File: src/rtl/rtc_pkg.sv
// ---------------------------------------------------------------------------
// rtc_pkg
// Shared types, constants and helpers for the real-time clock with alarm bank.
//   fsm_state_e : alarm state machine states (IDLE / RING / SNOOZE)
//   bcd8_t      : two-digit packed BCD value {tens, ones}
//   MAX_HH      : largest legal internal hour (23)
//   MAX_MS      : largest legal minute/second (59)
//   bcd_valid() : both nibbles are decimal digits and the value is <= max
//   bcd_inc()   : increment a two-digit BCD value (no wrap handling)
//   to12h()     : map a 24-hour BCD hour to {12-hour BCD hour, pm}
// ---------------------------------------------------------------------------
package rtc_pkg;

   typedef enum logic [1:0] {
      IDLE   = 2'd0,
      RING   = 2'd1,
      SNOOZE = 2'd2
   } fsm_state_e;

   typedef logic [7:0] bcd8_t;

   localparam bcd8_t MAX_HH = 8'h23;
   localparam bcd8_t MAX_MS = 8'h59;

   // For well-formed BCD, the binary ordering of the byte matches the
   // decimal ordering, so a plain compare against the BCD maximum works.
   function automatic logic bcd_valid(input bcd8_t val, input bcd8_t max);
      return (val[7:4] <= 4'd9) && (val[3:0] <= 4'd9) && (val <= max);
   endfunction

   function automatic bcd8_t bcd_inc(input bcd8_t val);
      bcd8_t res;
      if (val[3:0] == 4'd9) begin
         res = {val[7:4] + 4'd1, 4'd0};
      end else begin
         res = {val[7:4], val[3:0] + 4'd1};
      end
      return res;
   endfunction

   // Goes through binary because subtracting 12 directly in BCD needs a
   // borrow fix-up for hours 20..23.
   function automatic logic [8:0] to12h(input bcd8_t hh);
      logic [4:0] bin;
      logic [4:0] h12;
      logic       is_pm;
      bin   = 5'(hh[7:4]) * 5'd10 + 5'(hh[3:0]);
      is_pm = (bin >= 5'd12);
      if (bin == 5'd0) begin
         h12 = 5'd12;
      end else if (bin > 5'd12) begin
         h12 = bin - 5'd12;
      end else begin
         h12 = bin;
      end
      if (h12 >= 5'd10) begin
         return {4'd1, 4'(h12 - 5'd10), is_pm};
      end
      return {4'd0, 4'(h12), is_pm};
   endfunction

endpackage

File: src/rtl/rtc_alarm_fsm.sv
// ---------------------------------------------------------------------------
// rtc_alarm_fsm
// Ring / snooze / stop controller for the alarm bank.
//   clock, reset       : system clock, asynchronous active-low reset
//   minute_tick        : one-cycle pulse per minute rollover
//   match, match_id    : an enabled alarm slot hit (winning slot number)
//   stop, snooze       : one-cycle user requests; stop beats snooze
//   ringing, ring_id   : registered alarm output and the slot responsible
// ---------------------------------------------------------------------------
module rtc_alarm_fsm
   import rtc_pkg::*;
#(
   parameter int SNOOZE_MIN = 5,
   parameter int RING_MIN   = 2,
   parameter int IDX_W      = 2
) (
   input  logic             clock,
   input  logic             reset,
   input  logic             minute_tick,
   input  logic             match,
   input  logic [IDX_W-1:0] match_id,
   input  logic             stop,
   input  logic             snooze,
   output logic             ringing,
   output logic [IDX_W-1:0] ring_id
);

   fsm_state_e       state_q, state_d;
   logic [5:0]       min_cnt_q, min_cnt_d;
   logic [5:0]       min_next;
   logic [IDX_W-1:0] ring_id_q, ring_id_d;
   logic             ringing_q, ringing_d;

   always_ff @(posedge clock or negedge reset) begin
      if (!reset) begin
         state_q   <= IDLE;
         min_cnt_q <= '0;
         ring_id_q <= '0;
         ringing_q <= 1'b0;
      end else begin
         state_q   <= state_d;
         min_cnt_q <= min_cnt_d;
         ring_id_q <= ring_id_d;
         ringing_q <= ringing_d;
      end
   end

   // The minute counter restarts on every entry to RING or SNOOZE, so the
   // rollover that triggered a match is never counted against the ring time.
   always_comb begin
      state_d   = state_q;
      min_cnt_d = min_cnt_q;
      ring_id_d = ring_id_q;
      min_next  = min_cnt_q + 6'd1;
      case (state_q)
         IDLE: begin
            if (match) begin
               state_d   = RING;
               min_cnt_d = '0;
               ring_id_d = match_id;
            end
         end
         RING: begin
            if (stop) begin
               state_d = IDLE;
            end else if (snooze) begin
               state_d   = SNOOZE;
               min_cnt_d = '0;
            end else if (minute_tick) begin
               if (min_next == 6'(RING_MIN)) begin
                  state_d = IDLE;
               end else begin
                  min_cnt_d = min_next;
               end
            end
         end
         SNOOZE: begin
            if (stop) begin
               state_d = IDLE;
            end else if (match) begin
               state_d   = RING;
               min_cnt_d = '0;
               ring_id_d = match_id;
            end else if (minute_tick) begin
               if (min_next == 6'(SNOOZE_MIN)) begin
                  state_d   = RING;
                  min_cnt_d = '0;
               end else begin
                  min_cnt_d = min_next;
               end
            end
         end
         default: begin
            state_d = IDLE;
         end
      endcase
   end

   always_comb begin
      ringing_d = (state_d == RING);
   end

   assign ringing = ringing_q;
   assign ring_id = ring_id_q;

endmodule

File: src/rtl/rtc_alarm_bank.sv
// ---------------------------------------------------------------------------
// rtc_alarm_bank
// Real-time clock (24-hour BCD internally) with a bank of alarm slots.
//   clock, reset            : system clock, asynchronous active-low reset
//   mode_24h                : 1 = 24-hour display, 0 = 12-hour display
//   set_valid, set_hh/mm/ss : time load strobe and BCD time (24-hour form)
//   set_err                 : one-cycle pulse when a load or alarm write
//                             carries invalid BCD
//   alm_wr, alm_idx, alm_hh, alm_mm, alm_en : alarm slot write port
//   snooze, stop            : one-cycle user requests
//   h/m/s tens/ones, pm     : registered display digits and pm flag
//   ringing, ring_id        : alarm output and responsible slot
// ---------------------------------------------------------------------------
module rtc_alarm_bank
   import rtc_pkg::*;
#(
   parameter  int TICK_DIV   = 100_000_000,
   parameter  int NUM_ALARMS = 4,
   parameter  int SNOOZE_MIN = 5,
   parameter  int RING_MIN   = 2,
   localparam int IDX_W      = (NUM_ALARMS > 1) ? $clog2(NUM_ALARMS) : 1
) (
   input  logic             clock,
   input  logic             reset,
   input  logic             mode_24h,
   input  logic             set_valid,
   input  logic [7:0]       set_hh,
   input  logic [7:0]       set_mm,
   input  logic [7:0]       set_ss,
   output logic             set_err,
   input  logic             alm_wr,
   input  logic [IDX_W-1:0] alm_idx,
   input  logic [7:0]       alm_hh,
   input  logic [7:0]       alm_mm,
   input  logic             alm_en,
   input  logic             snooze,
   input  logic             stop,
   output logic [3:0]       h_tens,
   output logic [3:0]       h_ones,
   output logic [3:0]       m_tens,
   output logic [3:0]       m_ones,
   output logic [3:0]       s_tens,
   output logic [3:0]       s_ones,
   output logic             pm,
   output logic             ringing,
   output logic [IDX_W-1:0] ring_id
);

   localparam int PRESC_W = $clog2(TICK_DIV);

   logic [PRESC_W-1:0]  presc_q, presc_d;
   bcd8_t               hh_q, hh_d, mm_q, mm_d, ss_q, ss_d;
   bcd8_t               alm_hh_q [NUM_ALARMS];
   bcd8_t               alm_hh_d [NUM_ALARMS];
   bcd8_t               alm_mm_q [NUM_ALARMS];
   bcd8_t               alm_mm_d [NUM_ALARMS];
   logic [NUM_ALARMS-1:0] alm_en_q, alm_en_d;
   logic                set_err_q, set_err_d;
   bcd8_t               disp_hh_q, disp_hh_d;
   logic                pm_q, pm_d;
   logic                match_q, match_d;
   logic [IDX_W-1:0]    match_id_q, match_id_d;
   logic                minute_q, minute_d;

   logic                tick, set_ok, load, alm_ok, alm_hit;
   logic [8:0]          hh12;

   always_ff @(posedge clock or negedge reset) begin
      if (!reset) begin
         presc_q    <= '0;
         hh_q       <= '0;
         mm_q       <= '0;
         ss_q       <= '0;
         alm_hh_q   <= '{default: '0};
         alm_mm_q   <= '{default: '0};
         alm_en_q   <= '0;
         set_err_q  <= 1'b0;
         disp_hh_q  <= '0;
         pm_q       <= 1'b0;
         match_q    <= 1'b0;
         match_id_q <= '0;
         minute_q   <= 1'b0;
      end else begin
         presc_q    <= presc_d;
         hh_q       <= hh_d;
         mm_q       <= mm_d;
         ss_q       <= ss_d;
         alm_hh_q   <= alm_hh_d;
         alm_mm_q   <= alm_mm_d;
         alm_en_q   <= alm_en_d;
         set_err_q  <= set_err_d;
         disp_hh_q  <= disp_hh_d;
         pm_q       <= pm_d;
         match_q    <= match_d;
         match_id_q <= match_id_d;
         minute_q   <= minute_d;
      end
   end

   // Timebase: a valid load wins over a coincident tick and restarts the
   // prescaler; a rejected load leaves timekeeping undisturbed.
   always_comb begin
      tick     = (presc_q == PRESC_W'(TICK_DIV - 1));
      set_ok   = bcd_valid(set_hh, MAX_HH) && bcd_valid(set_mm, MAX_MS) &&
                 bcd_valid(set_ss, MAX_MS);
      load     = set_valid && set_ok;
      presc_d  = (load || tick) ? '0 : presc_q + PRESC_W'(1);
      hh_d     = hh_q;
      mm_d     = mm_q;
      ss_d     = ss_q;
      minute_d = 1'b0;
      if (load) begin
         hh_d = set_hh;
         mm_d = set_mm;
         ss_d = set_ss;
      end else if (tick) begin
         if (ss_q == MAX_MS) begin
            ss_d     = '0;
            minute_d = 1'b1;
            if (mm_q == MAX_MS) begin
               mm_d = '0;
               hh_d = (hh_q == MAX_HH) ? '0 : bcd_inc(hh_q);
            end else begin
               mm_d = bcd_inc(mm_q);
            end
         end else begin
            ss_d = bcd_inc(ss_q);
         end
      end
   end

   // Slot writes land next cycle, so a write coincident with a matching
   // tick is compared against the old slot contents below.
   always_comb begin
      alm_hh_d = alm_hh_q;
      alm_mm_d = alm_mm_q;
      alm_en_d = alm_en_q;
      alm_ok   = bcd_valid(alm_hh, MAX_HH) && bcd_valid(alm_mm, MAX_MS);
      alm_hit  = alm_wr && (32'(alm_idx) < NUM_ALARMS);
      if (alm_hit) begin
         if (alm_ok) begin
            alm_hh_d[alm_idx] = alm_hh;
            alm_mm_d[alm_idx] = alm_mm;
            alm_en_d[alm_idx] = alm_en;
         end else begin
            alm_en_d[alm_idx] = 1'b0;
         end
      end
      set_err_d = (set_valid && !set_ok) || (alm_hit && !alm_ok);
   end

   // Only a tick that rolls the seconds to 00 can match; scanning from the
   // top down lets the lowest matching index overwrite the others.
   always_comb begin
      match_d    = 1'b0;
      match_id_d = '0;
      for (int i = NUM_ALARMS - 1; i >= 0; i--) begin
         if (minute_d && alm_en_q[i] && (alm_hh_q[i] == hh_d) &&
             (alm_mm_q[i] == mm_d)) begin
            match_d    = 1'b1;
            match_id_d = IDX_W'(i);
         end
      end
   end

   // Display hour is mapped from the next time value so the hour digits
   // move on the same edge as the minutes and seconds.
   always_comb begin
      hh12      = to12h(hh_d);
      disp_hh_d = mode_24h ? hh_d : hh12[8:1];
      pm_d      = hh12[0];
   end

   rtc_alarm_fsm #(
      .SNOOZE_MIN (SNOOZE_MIN),
      .RING_MIN   (RING_MIN),
      .IDX_W      (IDX_W)
   ) u_fsm (
      .clock       (clock),
      .reset       (reset),
      .minute_tick (minute_q),
      .match       (match_q),
      .match_id    (match_id_q),
      .stop        (stop),
      .snooze      (snooze),
      .ringing     (ringing),
      .ring_id     (ring_id)
   );

   assign h_tens  = disp_hh_q[7:4];
   assign h_ones  = disp_hh_q[3:0];
   assign m_tens  = mm_q[7:4];
   assign m_ones  = mm_q[3:0];
   assign s_tens  = ss_q[7:4];
   assign s_ones  = ss_q[3:0];
   assign pm      = pm_q;
   assign set_err = set_err_q;

endmodule

File: config.mk
export PLATFORM = sky130hd
export DESIGN_NAME = rtc_alarm_bank
export DESIGN_NICKNAME = d
export VERILOG_FILES = /design/src/rtl/rtc_pkg.sv /design/src/rtl/rtc_alarm_fsm.sv /design/src/rtl/rtc_alarm_bank.sv
export SDC_FILE = /design/constraint.sdc
export NUM_CORES = 1
export LEC_CHECK = 0
export BUFFER_PORTS_ARGS = -buffer_cell sky130_fd_sc_hd__buf_2
export CAP_MARGIN = 10
export CELL_PAD_IN_SITES_DETAIL_PLACEMENT = 1
export CELL_PAD_IN_SITES_GLOBAL_PLACEMENT = 1
export CORE_AREA = 10 10 140 142
export DETAILED_ROUTE_END_ITERATION = 16
export DIE_AREA = 0 0 150 152
export PLACE_DENSITY_LB_ADDON = 0.12
export SLEW_MARGIN = 40
export SYNTH_ARGS = -nofsm -noshare
export SYNTH_HDL_FRONTEND = slang
export SYNTH_SLANG_ARGS = --single-unit
File: constraint.sdc
create_clock -name clock -period 9 [get_ports clock]
set_clock_uncertainty 0.15 [all_clocks]
set_input_delay 1.35 -clock clock [delete_from_list [all_inputs] [get_ports clock]]
set_output_delay 1.35 -clock clock [all_outputs]
set_load 0.01 [all_outputs]
Word-level counts from Yosys, hierarchy flattened:

Cells that the tools add are included.

* register bits: 144
* bits of input ports: 50
* word-level logic and storage cells: 195

* add/sub/neg operators: 11
* multiply operators: 1
* order comparisons: 22
* eq/ne operators: 26
* muxes and demuxes: 64
* bitwise gates (word level): 3
* reduce and logical (&&, ||, !) cells: 44

Operators by type and width (number)
* $mux W8: 17
* $bwmux W32: 2
* $eq A8 B8 Y1: 8
* $mux W6: 9
* $le A4 B4 Y1 const B: 10
* $logic_and A1 B1 Y1: 30
* $mux W2: 15
* $add A27 B1 Y27 const B: 1
* $eq A27 B27 Y1 const B: 1
* $mux W27: 1
* $add A4 B1 Y4 const B: 6
* $le A8 B7 Y1 const B: 3
* $mux W9: 2
* $pmux W6 S3: 1
* $demux W8 S2: 1
* $eq A8 B7 Y1 const B: 2
* $le A8 B6 Y1 const B: 2
* $eq A4 B4 Y1 const B: 3
* $ge A5 B4 Y1 const B: 2
* $mux W5: 2
* $mux W1: 9
* $ne A3 B3 Y1 const B: 3
* $eq A8 B6 Y1 const B: 1
* $reduce_and A7 Y1: 1
* 30 further kinds: 39

Longest topological paths before layout:

* word-level depth: 16
* depth in mapped cells: 26
* gate-level depth less buffers: 24

By module:

Synthesis repeated with hierarchy kept, for this count alone.

* cells, all modules: 808
* area total of the unflattened synthesis: 8272.9 sq um

Modules (own cells, without submodules)
* rtc_alarm_bank: instances 1, cells each 724, area an instance 7430.9 sq um, sequential area each 3328.2 sq um
* rtc_alarm_fsm: instances 1, cells each 84, area an instance 842.1 sq um, sequential area each 275.3 sq um

Worst setup path after synthesis:

OpenSTA, ideal clock, no wires.

* path kind: input port to flip-flop
* from: input port set_hh[7]
* to: register disp_hh_q[2]
* library setup time: 0.082 ns
* arrival: 5.993 ns
* required time: 8.768 ns
* setup slack: 2.775 ns
* stages: 22
* path buffers: 4
* path through: nor4_1 > nand4_1 > buf_2 > nor2_1 > clkbuf_1 > buf_1 > clkbuf_1 > nor2_1 > ha_1 > ha_1 > nand2_1 > mux2i_1 > o21ai_0 > a211oi_2 > nor2_2 > xor2_4 > mux2i_1 > ha_1 > inv_1 > o2111ai_1 > or4b_1 > a31oi_1

* cells in the longest elaborated chain, start to end: 16
* elaborated cells between the ends (all ways): 21

Ends and longest elaborated chain
* start, declared: line rtc_alarm_bank.sv:27 `input logic [7:0] set_hh,`
* parallel branches: the longest is 2 deep, another holds $le A8 B6 Y1
* $logic_and A1 B1 Y1 (*): line rtc_pkg.sv:28 `return (val[7:4] <= 4'd9) && (val[3:0] <= 4'd9) && (val <= max);`
* $logic_and A1 B1 Y1 (*) (2 in series): line rtc_alarm_bank.sv:104 `set_ok = bcd_valid(set_hh, MAX_HH) && bcd_valid(set_mm, MAX_MS) &&`
* $logic_and A1 B1 Y1 (*): line rtc_alarm_bank.sv:106 `load = set_valid && set_ok;`
* $mux W8 (*): line rtc_alarm_bank.sv:112 `if (load) begin`
* via hh_d[6]: line rtc_alarm_bank.sv:52 `bcd8_t hh_q, hh_d, mm_q, mm_d, ss_q, ss_d;`
* $mul A4 B3 Y4 (*): line rtc_pkg.sv:47 `bin = 5'(hh[7:4]) * 5'd10 + 5'(hh[3:0]);`
* $add A5 B4 Y5 (*): line rtc_pkg.sv:47
* $sub A5 B4 Y5 / $gt A5 B4 Y1 (equally long branches): line rtc_pkg.sv:52, rtc_pkg.sv:51
* $mux W5: line rtc_pkg.sv:51 `end else if (bin > 5'd12) begin`
* $mux W5 (*): line rtc_pkg.sv:49 `if (bin == 5'd0) begin`
* $ge A5 B4 Y1 / $sub A4 B4 Y4 (equally long branches): line rtc_pkg.sv:56, rtc_pkg.sv:57
* $mux W1 / $mux W9 (equally long branches): line rtc_pkg.sv:56 `if (h12 >= 5'd10) begin`
* $mux W9 (*): line rtc_pkg.sv:59 `return {4'd0, 4'(h12), is_pm};`
* $mux W8 (*): line rtc_alarm_bank.sv:170 `disp_hh_d = mode_24h ? hh_d : hh12[8:1];`
* via disp_hh_d[2]: line rtc_alarm_bank.sv:59 `bcd8_t disp_hh_q, disp_hh_d;`
* end signal, assigned: line rtc_alarm_bank.sv:92 `disp_hh_q <= disp_hh_d;`
* end, declared: line rtc_alarm_bank.sv:59

Mark *: on every way through the listed nets, which the timed path passes. The select of a mux whose other input is x is not followed.
A chain may end at the register's enable or synchronous reset.

Worst setup path after layout:

* from: input port set_hh[7]
* to: register disp_hh_q[2]

* cells in the longest elaborated chain, start to end: 16
* elaborated cells between the ends (all ways): 21

Ends and longest elaborated chain (line)
* parallel branches: the longest is 2 deep, another holds $le A8 B6 Y1
* $logic_and A1 B1 Y1 (*): rtc_pkg.sv:28
* $logic_and A1 B1 Y1 (*) (2 in series): rtc_alarm_bank.sv:104
* $logic_and A1 B1 Y1 (*): rtc_alarm_bank.sv:106
* $mux W8 (*): rtc_alarm_bank.sv:112
* via hh_d[4]: rtc_alarm_bank.sv:52
* $mul A4 B3 Y4 (*): rtc_pkg.sv:47
* $add A5 B4 Y5 (*): rtc_pkg.sv:47
* $sub A5 B4 Y5 / $gt A5 B4 Y1 (equally long branches): rtc_pkg.sv:52, rtc_pkg.sv:51
* $mux W5: rtc_pkg.sv:51
* $mux W5 (*): rtc_pkg.sv:49
* $sub A4 B4 Y4 / $ge A5 B4 Y1 (equally long branches): rtc_pkg.sv:57, rtc_pkg.sv:56
* $mux W9 / $mux W1 (equally long branches): rtc_pkg.sv:56
* $mux W9 (*): rtc_pkg.sv:59
* $mux W8 (*): rtc_alarm_bank.sv:170
* via disp_hh_d[2]: rtc_alarm_bank.sv:59

Marked as above.

==> implementation parameters <==
Parameter                              Value

Global route
  First-pass GRT wire length    a little over 40 mm
  Most crowded layer after global routing    met2
  Number of global-route vias before repair    between 7000 and 8000
  Residual overflow from global routing    0
  Aggregate global-route resource usage    0.229
  Largest net degree at the start of global routing    74
  Antenna violations before repair    0
  Global Route met1 Usage    0.273
  GRT met3 Usage    0.0463
  Met2 routing resource usage after global routing    0.391

STA
  Setup_tns    0 ns
  Worst relative slew slack    0.434
  Number of setup violations in the final report    0
  RSZ-0062 raised after global routing    no
  Final worst path period share    0.775
  Hold violation count in the final report    0
  Max-slew violation count    0
  Highest clock frequency the design can meet    ~0.14 GHz
  Min Tclk post-route    between 6 and 7 ns
  Worst Max-Slew Pin Slew    approximately 0.85 ns

Critical path
  Cell repeated most along the worst path    sky130_fd_sc_hd__ha_1
  Path depth of the worst reg2reg path    21
  Highest-delay cell along the critical path    sky130_fd_sc_hd__or2_4
  Critical path data required time    around 9 ns
  Endpoint arrival time on the critical path    roughly 7.2 ns
  Reg-to-reg slack, setup    approximately 2.8 ns
  CP bufs+invs    3
  Critical path start-end classification    input port to flop
  CP peak stage delay    approximately 0.66 ns
  Endpoint of the most critical register-to-register path    disp_hh_q[2]
  Worst r2r src    presc_q[8]
  Setup crit end kind    flop
  Critical Path Fanout Max    38
  Type of origin of the critical path    input port
  CP cell instances    buf_2, nor4_1, nand4_1, or2_4, mux2i_2, inv_1, ha_1, ha_1, nand2_1, nor2_1, o211ai_1, mux2i_1, a211oi_2, nor2_2, xor2_4, mux2i_1, ha_1, inv_1, o2111ai_1, or4b_1, a31oi_1
  Family with the most delay on the worst path    simple AND/OR/NAND/NOR gates

Clock network
  Clock tree from TritonCTS    done
  Number of gates given a new drive strength after cts    0
  Worst-path clk slew    about 0.060 ns
  Setup Fix Bufs, Post-CTS    0
  Clk Latency, worst-skew pair    about 0.44 ns
  CTS H-tree depth    4
  Total CTS buffers    17
  Number of buffers on the longest clock path    2
  Clock root buffer    sky130_fd_sc_hd__clkbuf_16
  Number of hold-repair buffers added at the cts stage    0
  Clock sink count    roughly 140

Worst hold path
  Worst hold endpoint    u_fsm.ring_id[0]
  Type of the most critical hold path    flop to flop
  Hold Path Depth    1
  Startpoint of the lowest-slack hold path    match_id_q[0]

Final layout
  Area added between synthesis and finish    15.0%
  Post-layout net count    between 900 and 1000
  Fraction of layout cells with a size suffix above 1    0.220
  Number of fillers in the final layout    ~1900
  Non-filler instance count after layout    1149
  Diodes inserted    0

Die
  Number of ports placed on the die boundary    79
  Die outline height    between 150 and 200 um
  Site Rows    between 40 and 50
  Core area    around 0.017 mm2
  Die area    0.0228 mm2
  Width of the die    150 um
  Effective utilization at floorplan    0.499

Pwr
  Pwr Density    roughly 180 mW/mm2
  Switching portion of total power    0.302
  NetSw    about 0.00054 W
  Int Pwr    0.00125 W
  Gate power share    0.174
  Leakage    4.49 nW
  Share of power burned in registers    0.417
  Part of the total power dissipated in the clock network    0.410
  Maximum resistive drop on vdd    approximately 0.14 mV

Detailed routing
  Drt wl/cell    22.3 um
  Final routed DRC violation total    0
  Detailed-route via count    a little under 7000
  Count of routing violations after the opening detailed-route iteration    411
  Drt via density    slightly below 6
  Total detailed-routing wirelength    about 26 mm
  First-pass iteration count of the detailed router    5
  Post-detailed-route count of antenna-violating nets    0

Synthesis
  Number of warnings issued by yosys    0
  Cell count after synthesis    around 830
  Cell with the most instances after synthesis    sky130_fd_sc_hd__dfrtp_1
  Mean Syn Cell Area    ~10 um2
  Most common library cells after synthesis    sky130_fd_sc_hd__dfrtp_1 (144), sky130_fd_sc_hd__nor2_1 (65), sky130_fd_sc_hd__mux2_2 (58)
  Area fraction of the dominant cell type after synthesis    0.427
  Most frequently used flop master after synthesis    sky130_fd_sc_hd__dfrtp_1
  Flip-flop and latch count after synthesis    between 100 and 150
  Top cells by area in the synthesized netlist    sky130_fd_sc_hd__dfrtp_1 (43%), sky130_fd_sc_hd__mux2_2 (7.7%), sky130_fd_sc_hd__xor2_1 (4.5%)
  Cell variety after synth    73
  Share of flip-flops with an asynchronous set or reset after synthesis    1.00
  Syn_nets    ~900
  Post-synth EDFFs    0
  Yosys top cell by area    sky130_fd_sc_hd__dfrtp_1
  Post-synthesis sequential area ratio    0.427
  Synth Cell Area    0.00844 mm2

Placement
  RePlAce Congestion    between 0.9 and 1
  Detailed-placement wirelength estimate    18.9 mm
  DP Cell Count    1117
  Count of buffers from port buffering    78

Run
  Number of max-cap violations    0

Run status
  Outcome    finished, final reports clean
-- metrics by stage --
| step | cell area [um2] | util | setup WS, ns | hold slack [ns] | power (W) |
|---|---|---|---|---|---|
| floorplan | 8440 | - | 2.78 | 0.298 | 0.000944 |
| global placement | 9070 | 0.536 | 1.79 | 0.318 | 0.00104 |
| detailed placement | 9090 | 0.537 | 1.29 | 0.337 | 0.00106 |
| CTS | 9690 | 0.572 | 1.70 | 0.351 | 0.00179 |
| global route | 9710 | 0.573 | 1.58 | 0.368 | 0.00186 |
| finish | 9710 | 0.573 | 2.02 | 0.347 | 0.00178 |
-- layout make-up --
class | instances | area (um2) | area share
Clock inverter | 14 | 171 | 0.0177
Inverter | 35 | 131 | 0.0135
Tap cell | 225 | 282 | 0.0290
Multi-Input combinational cell | 628 | 4630 | 0.477
Sequential cell | 144 | 3600 | 0.371
Clock buffer | 18 | 429 | 0.0442
Timing Repair Buffer | 85 | 457 | 0.0470
-- worst max path at each step --
stage | cells after the start | start | slack, ns | to
after floorplan | 22 | set_hh[7] | 2.78 | disp_hh_q[2]
after global placement | 20 | set_hh[7] | 1.79 | disp_hh_q[2]
after detailed placement | 19 | set_hh[7] | 1.29 | disp_hh_q[2]
after CTS | 19 | set_hh[7] | 1.70 | disp_hh_q[2]
after global routing | 21 | set_hh[7] | 1.58 | disp_hh_q[2]
final | 21 | set_hh[7] | 2.02 | disp_hh_q[2]
-- logic make-up after synthesis --
| logic type | share of synthesized area |
|---|---|
| buffers and inverters | 0.0289 |
| adder cells (fa/ha/maj) | 0.0385 |
| flip-flops | 0.427 |
| XOR/XNOR | 0.0963 |
| AND/OR/NAND/NOR | 0.197 |
| multiplexers | 0.0928 |
| AO/OA/AOI/OAI | 0.120 |
-- placed cells by master, fill, tap and decap left out, types with 7 or more instances in the layout --
cell type,netlist,routed
sky130_fd_sc_hd__clkbuf_16,0,17
sky130_fd_sc_hd__and3b_1,7,7
sky130_fd_sc_hd__a211oi_1,7,7
sky130_fd_sc_hd__nor2_1,65,64
sky130_fd_sc_hd__nand2_1,52,51
sky130_fd_sc_hd__and4_1,11,11
sky130_fd_sc_hd__mux2i_1,8,8
sky130_fd_sc_hd__inv_1,35,35
sky130_fd_sc_hd__nand4_1,20,20
sky130_fd_sc_hd__nand3_1,25,25
sky130_fd_sc_hd__xor2_1,43,42
sky130_fd_sc_hd__a21oi_1,31,31
sky130_fd_sc_hd__o21ai_0,41,41
sky130_fd_sc_hd__and3_1,11,11
sky130_fd_sc_hd__or3_1,9,9
sky130_fd_sc_hd__dfrtp_1,144,144
sky130_fd_sc_hd__nor4_1,8,8
sky130_fd_sc_hd__nor2b_1,22,22
sky130_fd_sc_hd__nor3_1,25,23
sky130_fd_sc_hd__ha_1,26,26
sky130_fd_sc_hd__xnor2_1,41,41
sky130_fd_sc_hd__mux2_2,58,58
sky130_fd_sc_hd__a31oi_1,8,7
sky130_fd_sc_hd__and2_1,9,9
sky130_fd_sc_hd__buf_2,6,77
-- power by group through the flow --
| stage | clock network [W] | registers, W | logic, W |
|---|---|---|---|
| 4_1_cts | 0.000740 | 0.000743 | 0.000310 |
| 5_1_grt | 0.000769 | 0.000750 | 0.000341 |
| 2_1_floorplan | 0 | 0.000747 | 0.000198 |
| 3_3_place_gp | 0 | 0.000750 | 0.000290 |
| 6_report | 0.000731 | 0.000743 | 0.000309 |
| 3_5_place_dp | 0 | 0.000754 | 0.000305 |
-- registers in the layout (all words and copies together) (netlist names) --
name and count:
alm_hh_q 32, alm_mm_q 32, presc_q 27, disp_hh_q 8, hh_q 8, mm_q 8
ss_q 8, u_fsm.min_cnt_q 6, alm_en_q 4, match_id_q 2, u_fsm.ring_id 2, u_fsm.state_q 2
match_q 1, minute_q 1, pm 1, set_err 1, u_fsm.ringing 1
-- routing by layer --
metal / share of wire / vias up
li1: - / 3166
met1: 0.41 / 3405
met2: 0.52 / 151
met3: 0.038 / 47
met4: 0.033 / 0
met5: 0 / -
(Power assumes the default switching activity.)
